**src/rtl/turing_eraser.sv**
```systemverilog
// turing_eraser
//   Tape machine that scans upward from cell 0 (LSB), clears the first cell
//   holding 1 and halts. An all-zero tape halts with fail_reg set. The result
//   is held while ready stays high. Dropping ready releases the machine back
//   to IDLE, so it can be rerun without a reset.
//
// Ports
//   clk              : clock, rising edge
//   reset            : asynchronous active-high reset
//   ready            : level start / hold request
//   tape_reg_input   : tape image to load (sampled every IDLE edge)
//   tape_reg         : working tape
//   index_reg        : head position
//   turing_state_reg : 0 = running or idle, 1 = halted
//   done_reg         : result valid
//   fail_reg         : tape held no 1 (qualified by done_reg)
//   steps_reg        : cells examined in the last run
//   busy             : high while scanning
module turing_eraser #(
    parameter int WIDTH = 8,
    parameter int IW    = $clog2(WIDTH)
) (
    input  logic             clk,
    input  logic             reset,
    input  logic             ready,
    input  logic [WIDTH-1:0] tape_reg_input,
    output logic [WIDTH-1:0] tape_reg,
    output logic [IW-1:0]    index_reg,
    output logic             turing_state_reg,
    output logic             done_reg,
    output logic             fail_reg,
    output logic [IW:0]      steps_reg,
    output logic             busy
);

    typedef enum logic [1:0] {
        S_IDLE = 2'd0,
        S_SCAN = 2'd1,
        S_HALT = 2'd2
    } state_t;

    state_t r_state;
    state_t w_next;

    logic w_cell;
    logic w_last;

    assign w_cell = tape_reg[index_reg];
    assign w_last = (index_reg == IW'(WIDTH - 1));
    assign busy   = (r_state == S_SCAN);

    always_ff @(posedge clk or posedge reset) begin
        if (reset) begin
            r_state <= S_IDLE;
        end else begin
            r_state <= w_next;
        end
    end

    always_comb begin
        w_next = r_state;
        case (r_state)
            S_IDLE: if (ready) w_next = S_SCAN;
            S_SCAN: if (w_cell || w_last) w_next = S_HALT;
            S_HALT: if (!ready) w_next = S_IDLE;
            default: w_next = S_IDLE;
        endcase
    end

    always_ff @(posedge clk or posedge reset) begin
        if (reset) begin
            tape_reg         <= '0;
            index_reg        <= '0;
            steps_reg        <= '0;
            turing_state_reg <= 1'b0;
            done_reg         <= 1'b0;
            fail_reg         <= 1'b0;
        end else begin
            case (r_state)
                S_SCAN: begin
                    steps_reg <= steps_reg + {{IW{1'b0}}, 1'b1};
                    if (w_cell) begin
                        // Head stays on the cleared cell so the result points at it.
                        tape_reg[index_reg] <= 1'b0;
                        turing_state_reg    <= 1'b1;
                        done_reg            <= 1'b1;
                    end else if (w_last) begin
                        // Top cell reached without a 1: stop here, never wrap.
                        fail_reg         <= 1'b1;
                        done_reg         <= 1'b1;
                        turing_state_reg <= 1'b1;
                    end else begin
                        index_reg <= index_reg + {{(IW-1){1'b0}}, 1'b1};
                    end
                end
                S_HALT: begin
                    // Result holds while ready is high; release reloads the tape.
                    if (!ready) begin
                        tape_reg         <= tape_reg_input;
                        turing_state_reg <= 1'b0;
                        done_reg         <= 1'b0;
                        fail_reg         <= 1'b0;
                    end
                end
                default: begin
                    // IDLE (and any stray encoding): track the input tape.
                    tape_reg         <= tape_reg_input;
                    index_reg        <= '0;
                    steps_reg        <= '0;
                    turing_state_reg <= 1'b0;
                    done_reg         <= 1'b0;
                    fail_reg         <= 1'b0;
                end
            endcase
        end
    end

endmodule

```
**config.mk**
```make
export PLATFORM = sky130hd
export DESIGN_NAME = turing_eraser
export DESIGN_NICKNAME = d
export VERILOG_FILES = /design/src/rtl/turing_eraser.sv
export SDC_FILE = /design/constraint.sdc
export NUM_CORES = 1
export LEC_CHECK = 0
export BUFFER_PORTS_ARGS = -buffer_cell sky130_fd_sc_hd__buf_2
export CELL_PAD_IN_SITES_DETAIL_PLACEMENT = 1
export CELL_PAD_IN_SITES_GLOBAL_PLACEMENT = 2
export CORE_MARGIN = 2
export CORE_UTILIZATION = 32
export CTS_BUF_LIST = sky130_fd_sc_hd__clkbuf_16
export CTS_CLUSTER_DIAMETER = 50
export DETAILED_ROUTE_END_ITERATION = 7
export GPL_TIMING_DRIVEN = 0
export PLACE_DENSITY = 0.89
export SETUP_SLACK_MARGIN = 0.3
export SYNTH_ARGS = -nofsm -noshare
export SYNTH_HDL_FRONTEND = slang
export SYNTH_SLANG_ARGS = --single-unit
```
**constraint.sdc**
```tcl
create_clock -name clk -period 4.55 [get_ports clk]
set_input_delay 0.455 -clock clk [delete_from_list [all_inputs] [get_ports clk]]
set_output_delay 0.455 -clock clk [all_outputs]
set_load 0.1 [all_outputs]
```
* After elaboration in Yosys (flattened, before gate mapping)
Index checks and enable logic that the tools add are counted.
Storage, ports and cells: bits in registers 19, bits in latches 0, bits in writable memories 0, bits in read-only memories 0, input bits 11, memories 0
Cells by class: $add $sub $neg 2, $mul 0, div/mod/pow operators 0, order comparisons 2, eq/ne operators 11, shift operators 0, multiplexer cells 21, bitwise gates (word level) 3, reductions and logical operators 8
Operators with widths (count):
- $mux 8 | 2
- $pmux 8 s2 | 1
- $reduce_and 3->1 | 3
- $and 8x8->8 | 1
- $ne 2x2->1 const B | 4
- $not 8->8 | 1
- $pmux 4 s2 | 1
- $mux 1 | 6
- $mux 2 | 3
- $mux 3 | 2
- $ne 2x1->1 const B | 3
- $pmux 2 s3 | 1
- $pmux 3 s2 | 1
- $add 4x1->4 const B | 1
- $lt 3x4->1 const B | 1
- $pmux 1 s2 | 2
- $reduce_and 2->1 | 2
- $add 3x1->3 const B | 1
- $bmux 1 s3 | 1
- $demux 1 s3 | 1
- $eq 3x3->1 const B | 1
- $ge 3x1->1 const B | 1
- $ne 3x1->1 const B | 1
- $eq 2x1->1 const B | 1
- 5 further kinds | 5

* Depth between registers and ports, before layout
depth in word-level cells 8, mapped depth 6, gate-level depth less buffers 5

* Least setup slack after synthesis
Ideal clock, no wire load.
path kind register to register, start register index_reg[1], end register index_reg[0], library setup time 0.130 ns, data arrival time 2.072 ns, required time 4.420 ns, path slack 2.348 ns, cell stages (with the launch flop) 7, period minus slack after synthesis 2.202 ns, path through dfrtp_1 buf_2 mux2i_1 nor2_4 a211oi_4 xnor2_1 o21ai_1
Between the ends: cells in the longest elaborated chain, start to end 4, elaborated cells on any way between the ends 6, classes of those cells 3 x eq/ne; 2 x mux; 1 x reduce/logical
Ends and longest elaborated chain:
- start: declaration | line 28 | output logic [IW-1:0] index_reg,
- start signal: assignment | line 93 | index_reg <= index_reg + {{(IW-1){1'b0}}, 1'b1};
- $bmux 1 s3 | line 48 | assign w_cell = tape_reg[index_reg];
- $mux 1 (implied by the code) | line 48
- $ne 2x2->1 (no line)
- $reduce_and 3->1 (no line) (*)
Mark *: on every way between the ends. The rest lies on a longest branch, timed or not. The select of a mux whose other input is x is not followed. A chain may end at the register's enable or synchronous reset.

* Worst setup path after layout
start register r_state[1], end output busy
Between the ends: cells in the longest elaborated chain, start to end 1
Ends and longest elaborated chain:
- start: declaration | line 42 | state_t r_state;
- start signal: assignment | line 56 | r_state <= w_next;
- $eq 2x1->1 | line 50 | assign busy = (r_state == S_SCAN);
- end: declaration | line 33 | output logic busy
Every way passes these cells.

==> qor_table.md <==
| Metric | This run |
| --- | --- |
| Post-CTS setup buffers | 0 |
| Final-report max-slew violation count | 0 |
| R2R depth | 5 |
| Max Clk Rate | 0.5016 GHz |
| Final HPWL from detailed placement | 2.002 mm |
| Aggregate routed wire length | 2.728 mm |
| Num rows | 20 |
| Number of antenna violations at the first check in global routing | 0 |
| Maximum clock insertion buffer count | 2 |
| Fraction of registers with async set or reset after synthesis | 100.0% |
| Post-Place Cell Area | 1216 µm² |
| Post-Synthesis Net Count | 119 |
| Endpoint kind of the worst setup timing path | output port |
| Number of DRC markers in iteration 0 | 8 |
| Largest net degree at the start of global routing | 20 |
| Worst-path clk slew | 0.06 ns |
| Synth-to-layout area growth | 27.46% |
| Unique cell type count in the Yosys netlist | 32 |
| Clock tree root buffer cell | clkbuf_16 |
| Overall overflow remaining after global route | 0 |
| Setup Crit Path Kind | flop to output port |
| Number of max-cap violations | 0 |
| Post-cts resize count | 0 |
| Area share of the largest cell type after synthesis | 46.80% |
| Total number of clock tree sinks | 19 |
| Fin Clk Skew | 0.004341 ns |
| Utilization of the core after routing | 42.77% |
| Hold-fix buffers, CTS | 0 |
| Critical path's top delay family | buffers and inverters |
| Count of nets left with antenna violations after detail routing | 0 |
| Tightest Pin Transition | 0.7591 ns |
| Most frequent cells after synthesis | dfrtp_1 (19), o21ai_0 (16), nand2_1 (14) |
| Global placer's final weighted congestion | 0.8082 |
| Clock latency at the later pin of the worst-skew pair | 0.25 ns |
| CTS tree | yes |
| Arrival @ worst endpoint | 1.54 ns |
| Number of diodes | 0 |
| Setup TNS | 0 ns |
| Cell area after layout | 1295 µm² |
| Total number of vias | 923 |
| Height of the die | 60.35 µm |
| Cell type with the largest total area after synthesis | dfrtp_1 |
| Share of cells above drive strength 1 | 29.71% |
| Primary flip-flop cell chosen by synthesis mapping | dfrtp_1 |
| Initial core utilization | 33.55% |
| Mean instance size in the synthesized netlist | 9.676 µm² |
| Number of flip-flops under the largest register name | 8 |
| Horizontal extent of the die | 60.35 µm |
| Critical path startpoint category | flop |
| Launching instance or port of the critical path | r_state[1]$_DFFE_PP0P_ |
| Drt first pass iters | 4 |
| Endpoint of the worst register-to-register path | index_reg[0]$_DFFE_PP0P_ |
| Dominant cells by area after synthesis | dfrtp_1 (47%), o21ai_0 (7.9%), nand2_1 (5.2%) |
| Crit-path cells | nand2b_1, inv_1, buf_2 |
| Synthesized flop and latch total | 19 |
| DRC violations left | 0 |
| Wire length per cell | 14.99 µm |
| Wire length of the first global-routing pass | 4.636 mm |
| CTS buffer count | 3 |
| Via count of the first global-routing pass | 974 |
| RSZ-0062 raised after global routing | false |
| Critical-path cell with the highest stage delay | buf_2 |
| Final min period | 1.994 ns |
| Buffers plus inverters on the worst setup path | 2 |
| Number of endpoints with negative hold slack in the final report | 0 |
| CP Data Required Time | 4.09 ns |
| Post-route clock period utilization | 43.81% |
| Path length in cells of the critical path | 3 |
| Worst hold slack | 0.3316 ns |
| Relative max-transition margin | 49.34% |
| Count of port buffers added during placement | 29 |
| Core area | 3028 µm² |
| Count of warnings emitted by yosys | 0 |
| Maximum fanout encountered on the critical timing path | 7 |
| Flop-to-flop setup slack | 2.76 ns |
| Number of flops mapped to enable cells by yosys | 0 |
| Overall die area | 3642 µm² |
| I/O pin cnt | 30 |
| Vias per cell | 5.071 |
| Worst Hold Class | input pin to async pin |
| Largest stage delay, worst path | 0.47 ns |
| Final-layout fill cell count | 356 |
| Fraction of the yosys area taken by sequential cells | 46.80% |
| Leading cell type by number of instances after synthesis | dfrtp_1 |
| CTS HTree Levels | 1 |
| Synth Cell Area | 1016 µm² |
| Final setup violation count | 0 |
| Overall global routing resource usage | 17.42% |
| Total number of nets in the final design | 153 |
| Cells after synthesis | 105 |
| Reg-to-reg critical path startpoint | index_reg[2]$_DFFE_PP0P_ |
| Outcome | finished, final reports clean |
-- cells in the final DEF, fill, tap and decap left out, drive strengths merged --
cell type  synthesis  final
buf                4     33
dfrtp             19     19
o21ai             18     18
nand2             14     14
nor2               7      7
inv                4      5
a22o               5      5
clkbuf             2      5
nand3              4      4
mux2i              3      3
ha                 3      3
o211ai             3      3
a31oi              3      3
nor2b              2      2
nand2b             2      2
a21oi              2      2
xnor2              2      2
and2               1      1
o31ai              1      1
a211oi             1      1
or3                1      1
nor3               1      1
or2b               1      1
xor2               1      1
o311ai             1      1
-- layout make-up --
cell class	count	area (µm²)	share of cell area (%)
Buffer	6	38.79	2.995
Clock buffer	3	75.07	5.797
Clock inverter	1	3.754	0.2899
Inverter	4	15.01	1.159
Multi-Input combinational cell	76	486.7	37.58
Sequential cell	19	475.5	36.72
Tap cell	44	55.05	4.251
Timing Repair Buffer	29	145.1	11.21
-- worst max-delay path by stage --
stage | endpoint
after CTS | busy
final | busy
after detailed placement | tape_reg[0]$_DFFE_PP0P_
after floorplan | index_reg[0]$_DFFE_PP0P_
after global placement | tape_reg[5]$_DFFE_PP0P_
after global routing | busy
-- cells by family after synthesis --
logic type | share of synthesized area (%)
AOI/OAI and AO/OA | 23.28
xor gates and xnor gates | 2.587
adders and majority gates | 3.695
buffers and inverters | 5.294
DFF | 46.80
muxes | 2.956
and+or+nand+nor | 15.39
-- metal layers --
metal	global-route usage (%)	up-vias	routed length, µm
met5	0	-	0
met4	6.984	0	49
met3	1.919	5	70
met2	29.50	19	1379
met1	22.76	464	1229
li1	-	435	-
-- stage by stage --
| step | cells | setup WS [ns] |
|---|---|---|
| after global placement | 178 | 2.786 |
| after global routing | 182 | 2.463 |
| final | 182 | 2.556 |
| after detailed placement | 178 | 2.768 |
| after CTS | 182 | 2.545 |
| after floorplan | 105 | 2.348 |
Power is left out: the tool's default activity adds up to more than one toggle a clock period on the data nets, which glitch-free logic cannot reach.
